<file path="src/rtl/paddle_ctl.sv">
// Frame-synchronous paddle controller: decodes up/down requests once per frame,
// accelerates while a direction is held, and clamps ypos to [YMIN, YMAX].
module paddle_ctl #(
    parameter int unsigned YMIN         = 16,
    parameter int unsigned YMAX         = 400,
    parameter int unsigned Y_INIT       = 208,
    parameter int unsigned SPEED_MIN    = 1,
    parameter int unsigned SPEED_MAX    = 8,
    parameter int unsigned ACCEL_FRAMES = 4
) (
    input  logic       clk,
    input  logic       reset_n,
    input  logic       frame,
    input  logic       up,
    input  logic       down,
    output logic [9:0] ypos,
    output logic [3:0] speed,
    output logic       moving,
    output logic       hit_edge
);

    typedef enum logic [1:0] {
        IDLE      = 2'd0,
        MOVE_UP   = 2'd1,
        MOVE_DOWN = 2'd2
    } state_t;

    localparam int unsigned CW = (ACCEL_FRAMES > 1) ? $clog2(ACCEL_FRAMES) : 1;
    localparam logic [CW-1:0] CNT_LAST = CW'(ACCEL_FRAMES - 1);
    localparam logic [10:0]   YMIN_W   = 11'(YMIN);
    localparam logic [10:0]   YMAX_W   = 11'(YMAX);
    localparam logic [9:0]    YMIN_10  = 10'(YMIN);
    localparam logic [9:0]    YMAX_10  = 10'(YMAX);
    localparam logic [9:0]    YINIT_10 = 10'(Y_INIT);
    localparam logic [3:0]    SMIN_4   = 4'(SPEED_MIN);
    localparam logic [3:0]    SMAX_4   = 4'(SPEED_MAX);

    state_t        state_q, state_d;
    logic [9:0]    ypos_q, ypos_d;
    logic [3:0]    speed_q, speed_d;
    logic [CW-1:0] cnt_q, cnt_d;
    logic          moving_q, moving_d;
    logic          hit_q, hit_d;

    logic          req_up, req_down;
    logic [3:0]    spd_next;
    logic [10:0]   y_w, spd_w;

    assign req_up   = up & ~down;
    assign req_down = down & ~up;
    assign y_w      = {1'b0, ypos_q};
    assign spd_w    = {7'b0, spd_next};

    // NOTE: every _d gets a default before any branch, so no path leaves a latch.
    always_comb begin
        state_d  = state_q;
        ypos_d   = ypos_q;
        speed_d  = speed_q;
        cnt_d    = cnt_q;
        moving_d = moving_q;
        hit_d    = 1'b0;
        spd_next = speed_q;

        if (frame) begin
            if (!req_up && !req_down) begin
                state_d  = IDLE;
                speed_d  = 4'd0;
                cnt_d    = '0;
                moving_d = 1'b0;
            end else begin
                if ((req_up && state_q == MOVE_UP) || (req_down && state_q == MOVE_DOWN)) begin
                    if (cnt_q == CNT_LAST) begin
                        cnt_d    = '0;
                        spd_next = (speed_q >= SMAX_4) ? SMAX_4 : speed_q + 4'd1;
                    end else begin
                        cnt_d = cnt_q + CW'(1);
                    end
                end else begin
                    state_d  = req_up ? MOVE_UP : MOVE_DOWN;
                    spd_next = SMIN_4;
                    cnt_d    = '0;
                end
                speed_d  = spd_next;
                moving_d = 1'b1;

                // Bounds are checked in 11 bits so neither direction can wrap.
                if (req_up) begin
                    if (y_w < YMIN_W + spd_w) begin
                        ypos_d = YMIN_10;
                        hit_d  = 1'b1;
                    end else begin
                        ypos_d = ypos_q - {6'b0, spd_next};
                    end
                end else begin
                    if (y_w + spd_w > YMAX_W) begin
                        ypos_d = YMAX_10;
                        hit_d  = 1'b1;
                    end else begin
                        ypos_d = ypos_q + {6'b0, spd_next};
                    end
                end
            end
        end
    end

    // NOTE: state registers use non-blocking assignments so all of them sample the same edge.
    always_ff @(posedge clk or negedge reset_n) begin
        if (!reset_n) begin
            state_q  <= IDLE;
            ypos_q   <= YINIT_10;
            speed_q  <= 4'd0;
            cnt_q    <= '0;
            moving_q <= 1'b0;
            hit_q    <= 1'b0;
        end else begin
            state_q  <= state_d;
            ypos_q   <= ypos_d;
            speed_q  <= speed_d;
            cnt_q    <= cnt_d;
            moving_q <= moving_d;
            hit_q    <= hit_d;
        end
    end

    assign ypos     = ypos_q;
    assign speed    = speed_q;
    assign moving   = moving_q;
    assign hit_edge = hit_q;

endmodule

</file>
<file path="config.mk">
export PLATFORM = sky130hd
export DESIGN_NAME = paddle_ctl
export DESIGN_NICKNAME = d
export VERILOG_FILES = /design/src/rtl/paddle_ctl.sv
export SDC_FILE = /design/constraint.sdc
export NUM_CORES = 1
export LEC_CHECK = 0
export BUFFER_PORTS_ARGS = -buffer_cell sky130_fd_sc_hd__buf_4
export CAP_MARGIN = 20
export CORE_MARGIN = 2
export CORE_UTILIZATION = 59
export DETAILED_ROUTE_END_ITERATION = 8
export MAX_ROUTING_LAYER = met4
export PLACE_DENSITY = 0.8
export SETUP_SLACK_MARGIN = 0.05
export SLEW_MARGIN = 20
export SYNTH_ARGS = -nofsm -noshare
export SYNTH_HDL_FRONTEND = slang
export SYNTH_SLANG_ARGS = --single-unit
</file>
<file path="constraint.sdc">
create_clock -name clk -period 5.1 [get_ports clk]
set_clock_uncertainty 0.15 [all_clocks]
set_input_delay 0.255 -clock clk [delete_from_list [all_inputs] [get_ports clk]]
set_output_delay 0.255 -clock clk [all_outputs]
set_load 0.05 [all_outputs]
</file>
[Word level (Yosys, flattened, before mapping)]
Cells that the tools add are included.
Operators by class
  div/mod/pow operators: 0
  multipliers: 0
  add/sub/neg operators: 6
  bitwise gates (word level): 5
  $lt $le $gt $ge: 3
  shifts and indexed selects: 0
  reductions and logical operators: 8
  equal/unequal tests: 4
  muxes and demuxes: 23
Operators with widths (number)
  2-to-1 mux 4 bit: 8
  2-to-1 mux 10 bit: 3
  2-to-1 mux 2 bit: 6
  adder 10 x 4 -> 11 bit: 1
  > comparator 11 x 9 -> 1 bit, second input constant: 1
  adder 10 x 4 -> 10 bit: 1
  < comparator 10 x 6 -> 1 bit: 1
  subtractor 10 x 4 -> 10 bit: 1
  adder 5 x 4 -> 6 bit, first input constant: 1
  2-to-1 mux 1 bit: 6
  adder 4 x 1 -> 4 bit, second input constant: 1
  equality test 2 bit, second input constant: 2
  >= comparator 4 bit, second input constant: 1
  AND reduction 2 bit: 2
  logical AND 1 bit: 3
  inverter 1 bit: 3
  adder 2 x 1 -> 2 bit, second input constant: 1
  bitwise AND 1 bit: 2
  equality test 2 x 1 -> 1 bit, second input constant: 1
  zero test 1 bit: 2
  inequality test 2 bit, second input constant: 1
  logical OR 1 bit: 1
Storage, ports and cells
  input bits: 5
  bits in latches: 0
  memory bits (read-only): 0
  register bits: 20
  output and inout bits: 16
  word-level logic and storage cells: 55
  bits in writable memories: 0
  memories kept: 0

[Depth between registers and ports, before layout]
Gate-level depths: netlist (run 1).
  word-level depth: 15
  depth in mapped cells: 16
  depth with buffers taken out: 15

[Worst setup path after synthesis (run 1)]
No wires, ideal clock.
  path type: register to register
  start: reg speed_q[0], in the netlist speed[0]
  end: reg ypos_q[2], in the netlist ypos[2]
  arrival: 3498 ps
  library setup time: 103 ps
  cell stages (with the launch flop): 16
  path slack: 1348 ps
  buffers on the path: 1
  period minus slack after synthesis: 3752 ps
  required time: 4847 ps
  cells stage by stage: dfrtp_1 > inv_1 > ha_1 > nand2_1 > o21ai_0 > nand2_1 > nor2_1 > a21o_1 > fa_1 > and3b_1 > nand4b_1 > a311oi_1 > o311ai_1 > a211o_1 > buf_6 > o41ai_2
Between the ends
  longest elaborated chain between the ends: 12
  elaborated cells on any way between the ends: 18
RTL lines
  from (decl): RTL line 40  | logic [3:0] speed_q, speed_d;
  from (signal assigned): RTL line 118  | speed_q <= speed_d;
  adder 4 x 1 -> 4 bit or >= comparator 4 bit (tied branches): RTL line 74  | spd_next = (speed_q >= SMAX_4) ? SMAX_4 : speed_q + 4'd1;
  2-to-1 mux 4 bit: RTL line 74
  2-to-1 mux 4 bit: RTL line 72  | if (cnt_q == CNT_LAST) begin
  2-to-1 mux 4 bit: RTL line 71  | if ((req_up && state_q == MOVE_UP) || (req_down && state_q == MOVE_DOWN)) begin
  2-to-1 mux 4 bit: RTL line 65  | if (!req_up && !req_down) begin
  2-to-1 mux 4 bit: RTL line 64  | if (frame) begin
  2-to-1 mux 4 bit: RTL line 65
  2-to-1 mux 4 bit: RTL line 64
  adder 10 x 4 -> 11 bit or adder 5 x 4 -> 6 bit (tied branches): RTL line 95, 88
  > comparator 11 x 9 -> 1 bit or < comparator 10 x 6 -> 1 bit (tied branches): RTL line 95, 88
  2-to-1 mux 10 bit, on equally long branches: RTL line 95, 88
  2-to-1 mux 10 bit *: RTL line 87  | if (req_up) begin
  to (signal assigned): RTL line 117  | ypos_q <= ypos_d;
  to (decl): RTL line 39  | logic [9:0] ypos_q, ypos_d;
Mark *: on every way between the ends. The rest lies on a longest branch, timed or not. The select of a mux whose other input is x is not followed.
A chain may end at the register's enable or synchronous reset.

[Final worst setup path (run 1)]
  start: reg cnt_q[0]
  end: reg ypos_q[2], in the netlist ypos[2]
Between the ends
  longest elaborated chain between the ends: 11
  elaborated cells on any way between the ends: 16
RTL lines
  from (decl): RTL line 41  | logic [CW-1:0] cnt_q, cnt_d;
  from (signal assigned): RTL line 119  | cnt_q <= cnt_d;
  equality test 2 bit *: RTL line 72
  2-to-1 mux 4 bit *: RTL line 72
  2-to-1 mux 4 bit *: RTL line 71
  2-to-1 mux 4 bit *: RTL line 65
  2-to-1 mux 4 bit *: RTL line 64
  2-to-1 mux 4 bit: RTL line 65
  2-to-1 mux 4 bit: RTL line 64
  adder 10 x 4 -> 11 bit or adder 5 x 4 -> 6 bit (tied branches): RTL line 95, 88
  > comparator 11 x 9 -> 1 bit or < comparator 10 x 6 -> 1 bit (tied branches): RTL line 95, 88
  2-to-1 mux 10 bit, on equally long branches: RTL line 95, 88
  2-to-1 mux 10 bit *: RTL line 87
Marks and branches as above.

==> results of run 1 <==
==> layout make-up <==
| type | instances | share of cell area [%] |
|---|---|---|
| Timing Repair Buffer | 23 | 8.054 |
| Tap cell | 46 | 2.609 |
| Clock buffer | 4 | 1.645 |
| Sequential cell | 20 | 22.86 |
| Multi-Input combinational cell | 188 | 61.77 |
| Inverter | 18 | 3.063 |
==> worst register-to-register path: stages (launching register included) <==
cell and delay (ns):
dfrtp_1 0.42, ha_1 0.27, nor2b_1 0.18, o21ai_0 0.16, nand2_1 0.11, nand2_1 0.11, o21ai_0 0.13, ha_1 0.25
fa_1 0.47, nor3b_1 0.24, o211ai_1 0.14, a311oi_1 0.28, o311ai_1 0.14, a211o_1 0.46, o41ai_2 0.35
==> state kept, by name, summed over array words and instances, names as in the netlist <==
| signal | count |
|---|---|
| cnt_q | 2 |
| speed | 4 |
| hit_edge | 1 |
| state_q | 2 |
| moving | 1 |
| ypos | 10 |
==> cells in the mapped netlist (all sizes together), types with 4 or more instances <==
cell type	count	area, um2
inv	18	67.56
xnor2	4	35.03
nor2	16	60.06
nand2	21	78.83
nor3	7	40.04
o31ai	7	52.55
dfrtp	17	425.4
clkbuf	9	33.78
a21o	11	83.83
a21oi	19	106.4
o21ai	20	100.1
ha	22	275.3
==> worst min-delay path by stage <==
stage | endpoint | slack, ns | depth (start not counted)
2_1_floorplan | cnt_q[0] | -0.19 | 0
3_3_place_gp | speed[2] | 0.003 | 1
3_5_place_dp | speed[2] | 0.004 | 1
4_1_cts | speed[0] | 0.005 | 2
5_1_grt | state_q[0] | 0.19 | 3
6_report | state_q[0] | 0.18 | 3
==> where the power goes <==
group / total, W / internal, W / switching [W]
clock: 0.0000975 / 0.0000437 / 0.0000538
combinational: 0.000451 / 0.000175 / 0.000276
sequential: 0.000241 / 0.000186 / 0.0000550
==> layout by cell type (no fill, tap or decap), drive strengths merged, types with 4 or more instances in the layout <==
cell type,synthesis,layout
o21ai,20,20
ha,22,22
nand2,21,21
nor3,7,7
buf,3,21
a21oi,19,19
inv,18,18
o31ai,7,7
a21o,11,11
clkbuf,9,4
xnor2,4,4
dfrtp,17,17
nor2,16,16
==> layer usage <==
layer | track usage, % | share of wire, % | vias up
met2 | 43.07 | 50 | 34
li1 | - | - | 887
met4 | 10.28 | 1.3 | 0
met3 | 2.536 | 2.5 | 7
met1 | 31.73 | 46 | 856
met5 | - | 0 | -
==> cells by family (layout without fill, tap and decap cells) <==
| kind of cell | count (synthesis) | after routing | share of synthesized area (%) |
|---|---|---|---|
| xor+xnor | 6 | 6 | 2.638 |
| fa+ha+maj | 25 | 25 | 16.83 |
| buf+inv | 30 | 45 | 6.281 |
| simple gates | 66 | 66 | 16.40 |
| flops | 20 | 20 | 25.31 |
| mux | 5 | 5 | 2.889 |
| compound gates | 86 | 86 | 29.65 |
==> stage by stage <==
step / util [%] / hold slack (ns)
2_1_floorplan: - / -0.1906
3_3_place_gp: 65.45 / 0.002880
3_5_place_dp: 65.45 / 0.003812
4_1_cts: 66.86 / 0.005223
5_1_grt: 67.16 / 0.1893
6_report: 67.16 / 0.1750
==> results.tsv, run 1 <==
metric	value	unit
slowest CP cell	fa_1	
Hold Crit Start	up	
post-synthesis cell type count	58	
Post-Syn Instances	238	
Tot GR Track Use	25.54	%
Seq cells post-synth	20	
R2R Path Start	cnt_q[0]	
first-pass GRT wire length	7790	um
area of the multi-input gates	1363	um2
Longest Clk Path Bufs	2	
register area share after synthesis	25.31	%
max cap viols	0	
hold_buf cts	1	
worst-path cell chain	ha_1 > nor2b_1 > o21ai_0 > nand2_1 > nand2_1 > o21ai_0 > ha_1 > fa_1 > nor3b_1 > o211ai_1 > a311oi_1 > o311ai_1 > a211o_1 > o41ai_2	
initial antenna violation count	0	
CTS root buf	clkbuf_4	
CTS Sinks	20	
core area	3284	um2
remaining global-route overflow	0	
vias in the first global route	1756	
Die Y	62.11	um
# port buffers	20	
Worst Setup End Kind	flip-flop	
setup TNS	0	ns
drt pass-1 iters	6	
syn_nets	268	
total wire length	4622	um
CP Class	reg2reg	
vias per cell	5.967	
Critical Path End	ypos[2]	
cell family with most CP delay	compound AO/OA/AOI/OAI gates	
total power draw	0.0007896	W
DP Wirelength	3465	um
critical-path maximum fanout	9	
R2R Setup Slk	1.14	ns
P per Cell Area	358.0	nW/um2
Crit path depth	14	
Placement Setup Slack	0.9676	ns
post_cts resized	0	
R2R depth	14	
Placer Congestion	0.8731	
peak supply drop	181.0	uV
Slew Viols, Final	0	
max_slew headroom	42.73	%
clock slew at reported path FFs	0.12	ns
Final Non-Filler Cells	299	
reg2reg end	ypos[2]	
fillers	269	
Least-Margin Pin Slew	0.8570	ns
slowest cell delay on critical path	0.47	ns
drt drc	0	
Static Leak	1.065	nW
Critical Path Source Type	flip-flop	
Max Freq	252.7	MHz
Period Utilization, post-route	77.61	%
Clock Latency Late Sink	0.31	ns
Die W	62.11	um
total I/O pin count	21	
1st-iter DRT viols	189	
Yosys warnings	0	
Post-DRT Antenna Nets	0	
H-tree levels	1	
RSZ-0062 raised after global routing	no	
CTS tree	done	
Hold Vio Cnt, Final	0	
fin crit period	3.958	ns
setup ws final	1.142	ns
Post-synth ARST share	100.0	%
Hold/Removal Path Class	in2reg	
Initial Util	60.65	%
CP bufs+invs	0	
status	finished, final reports clean	
Nets	284	
largest net degree at the start of global routing	26	
via count	1784	
setup bufs post-CTS	0	
Num CTS Buffers	3	
row cnt	21	
number of synthesized flops with an enable pin	0	
register area	504.2	um2
die area	3857	um2
wire per inst	15.46	um
placed cells	293	
Mapped Area	1992	um2
Final Cell Area	2206	um2
synthesis-to-layout area growth	10.74	%
crit path DAT	4.03	ns
Req. time, crit path	5.17	ns
layout cell share with drive strength beyond 1	15.81	%
n_diodes	0	
Final Setup Violations	0	
CP Launch Point	cnt_q[0]	
Placed Area	2150	um2
leading register cell type out of synthesis	dfrtp_1	
Mean Syn Cell Area	8.369	um2
Power figures use the tool's default switching activity.
==> inputs of run 2 (changes only) <==
- ABC_AREA: default -> 1
- CORE_UTILIZATION: 59 -> 54
- PLACE_DENSITY: 0.8 -> 0.77
- clock period: 5.1 -> 3.6 ns (I/O delays scaled with it)
==> run 2 against run 1 <==
Against the previous run: total power rose by 67%; register-to-register slack worse by 0.71 ns; sequential power up 55%; wire length up 10%; critical path depth rose by 9; sequential share of layout area is 2.2 points lower; worst hold slack got worse by 0.15 ns; synthesized area grew 10%; non-clock buffer count grew 1; largest power group unchanged; highest routed layer unchanged.
==> results.tsv, run 2 <==
metric	value	unit
R2R Setup Slk	0.44	ns
first-pass GRT wire length	8631	um
R2R Path Start	speed[0]	
reg2reg end	ypos[0]	
Placement Setup Slack	0.3617	ns
drt drc	0	
largest cells by area after synthesis	dfrtp_1 (19%), ha_1 (13%), nand2_1 (11%)	
number of synthesized flops with an enable pin	0	
DP Wirelength	4055	um
leading register cell type out of synthesis	dfrtp_1	
Yosys top cell area share	19.38	%
H-tree levels	1	
Compound-Gate Fraction of Synth Area	12.94	%
Longest Clk Path Bufs	2	
initial antenna violation count	0	
Slew Viols, Final	0	
setup TNS	0	ns
largest area contributor in the netlist	dfrtp_1	
Mapped Area	2195	um2
Initial Util	55.66	%
Yosys warnings	0	
1st-iter DRT viols	154	
Adder-Cell Fraction of Synth Area	15.28	%
layout cell share with drive strength beyond 1	21.75	%
largest net degree at the start of global routing	21	
n_diodes	0	
CP Class	reg2reg	
Critical Path Source Type	flip-flop	
Hold Vio Cnt, Final	0	
Period Utilization, post-route	87.89	%
Hold Path Depth	2	
Hold/Removal Path Class	in2reg	
RSZ-0062 raised after global routing	no	
setup bufs post-CTS	0	
syn_nets	340	
Synth Area in XOR/XNOR	4.390	%
Die W	67.75	um
max_slew headroom	69.26	%
Num CTS Buffers	3	
Die Y	67.75	um
Placer Congestion	0.9904	
register share of total power	28.3	%
Least-Margin Pin Slew	0.4563	ns
fillers	359	
row cnt	23	
total wire length	5085	um
Post-synth ARST share	100.0	%
synthesis-to-layout area growth	11.12	%
drt pass-1 iters	5	
sw frac	53.21	%
register area share after synthesis	22.98	%
total power draw	0.001317	W
critical-path maximum fanout	9	
Tot GR Track Use	25.67	%
Hold Crit Start	frame	
top-count cell post-synth	nand2_1	
clock share of power	11.7	%
Hold Path End	speed[1]	
main combinational cell family by area after synthesis	simple AND/OR/NAND/NOR gates	
clock slew at reported path FFs	0.08	ns
Min Hold Slack	0.02614	ns
Post-synth top cells	nand2_1 (65), inv_1 (42), nor2_1 (25), ha_1 (22), nand3_1 (21)	
post-synthesis cell type count	39	
Post-Syn Instances	310	
die area	4590	um2
fin crit period	3.164	ns
core area	3943	um2
Clock Latency Late Sink	0.26	ns
wire per inst	13.35	um
max cap viols	0	
R2R depth	23	
Placed Area	2381	um2
post-synthesis mux area share	0.5131	%
peak supply drop	233.0	uV
Largest register FFs	10	
Final Setup Violations	0	
vias per cell	5.331	
Max Freq	316.1	MHz
# port buffers	20	
P per Cell Area	539.9	nW/um2
CTS Sinks	20	
CTS root buf	clkbuf_8	
Final Cell Area	2439	um2
total I/O pin count	21	
crit path DAT	3.17	ns
most frequent cells in the layout	nand2_1 (65), inv_1 (42), nor2_1 (25), buf_4 (23)	
Post-DRT Antenna Nets	0	
via count	2031	
setup ws final	0.4360	ns
vias in the first global route	1911	
area of the multi-input gates	1439	um2
Nets	362	
Static Leak	1.253	nW
remaining global-route overflow	0	
Seq cells post-synth	20	
register area	504.2	um2
Worst Setup End Kind	flip-flop	
Synth Area in Simple Gates	32.33	%
status	finished, final reports clean	
CTS tree	done	
Req. time, crit path	3.61	ns
Comb power frac	59.9	%
P_sw	0.0007006	W
most common cell after layout, fill and taps aside	nand2_1	
Mean Syn Cell Area	7.079	um2
internal power	0.0006160	W
[run 2: kinds of logic (layout without fill, tap and decap cells)]
group                      count (synthesis)  after routing
muxes                                      1              1
adders and majority gates                 25             25
AOI/OAI and AO/OA                         46             46
and+or+nand+nor                          146            146
DFF                                       20             20
buffers and inverters                     61             82
xor gates and xnor gates                  11             11
[run 2: power groups by stage]
| stage | clock [W] | combinational, W | sequential (W) |
|---|---|---|---|
| final | 0.000155 | 0.000789 | 0.000373 |
| after global routing | 0.000164 | 0.000880 | 0.000384 |
| after CTS | 0.000158 | 0.000784 | 0.000374 |
| after detailed placement | 0 | 0.000780 | 0.000378 |
| after global placement | 0 | 0.000774 | 0.000377 |
| after floorplan | 0 | 0.000498 | 0.000472 |
[run 2: layout make-up]
| type | count | area share (%) |
|---|---|---|
| Multi-Input combinational cell | 229 | 59.00 |
| Inverter | 54 | 8.415 |
| Tap cell | 50 | 2.565 |
| Timing Repair Buffer | 24 | 7.491 |
| Sequential cell | 20 | 20.68 |
| Clock buffer | 4 | 1.847 |
[run 2: layer usage]
layer  global-route usage, %  up-vias  routed length [um]
met5                       -        -                   0
met4                   9.184        0                 136
met3                   4.000       12                 180
met2                   42.28       41                2458
met1                   31.75      939                2309
li1                        -     1039                   -
[run 2: repair_timing]
action | 4_1_cts | 5_1_grt
endpoints found under the hold margin | 20 | 0
endpoints found under the setup margin | 0 | 3
hold buffers | 1 | 0
resized for setup | 0 | 1
[run 2: critical path, cell delays in order (launching register included)]
cell	delay [ns]
dfrtp_1	0.40
inv_1	0.09
ha_1	0.29
nand2_1	0.06
o21ai_0	0.07
nand2_1	0.14
inv_1	0.10
nand2_1	0.08
o21ai_0	0.19
fa_1	0.48
nand2_1	0.08
nand3_1	0.13
nand2_2	0.11
inv_2	0.05
nand2_1	0.07
nand2_1	0.05
inv_1	0.04
nand2_1	0.05
nand2_2	0.08
nand2_4	0.09
nand3_2	0.09
nand2_2	0.05
nand2_1	0.06
nand2_1	0.05
[run 2: metrics by stage]
step,utilization [%],std cells
floorplan,-,310
global placement,60.39,376
detailed placement,60.39,376
CTS,61.79,381
global route,61.85,381
finish,61.85,381
[run 2: worst max-delay path by stage]
| stage | startpoint | slack, ns | to | cells after the start |
|---|---|---|---|---|
| floorplan | speed[0] | 0.40 | ypos[0] | 23 |
| global placement | down | 0.44 | ypos[0] | 24 |
| detailed placement | down | 0.36 | ypos[0] | 26 |
| CTS | cnt_q[0] | 0.41 | ypos[0] | 23 |
| global route | cnt_q[0] | 0.1 | ypos[0] | 21 |
| finish | speed[0] | 0.44 | ypos[0] | 23 |
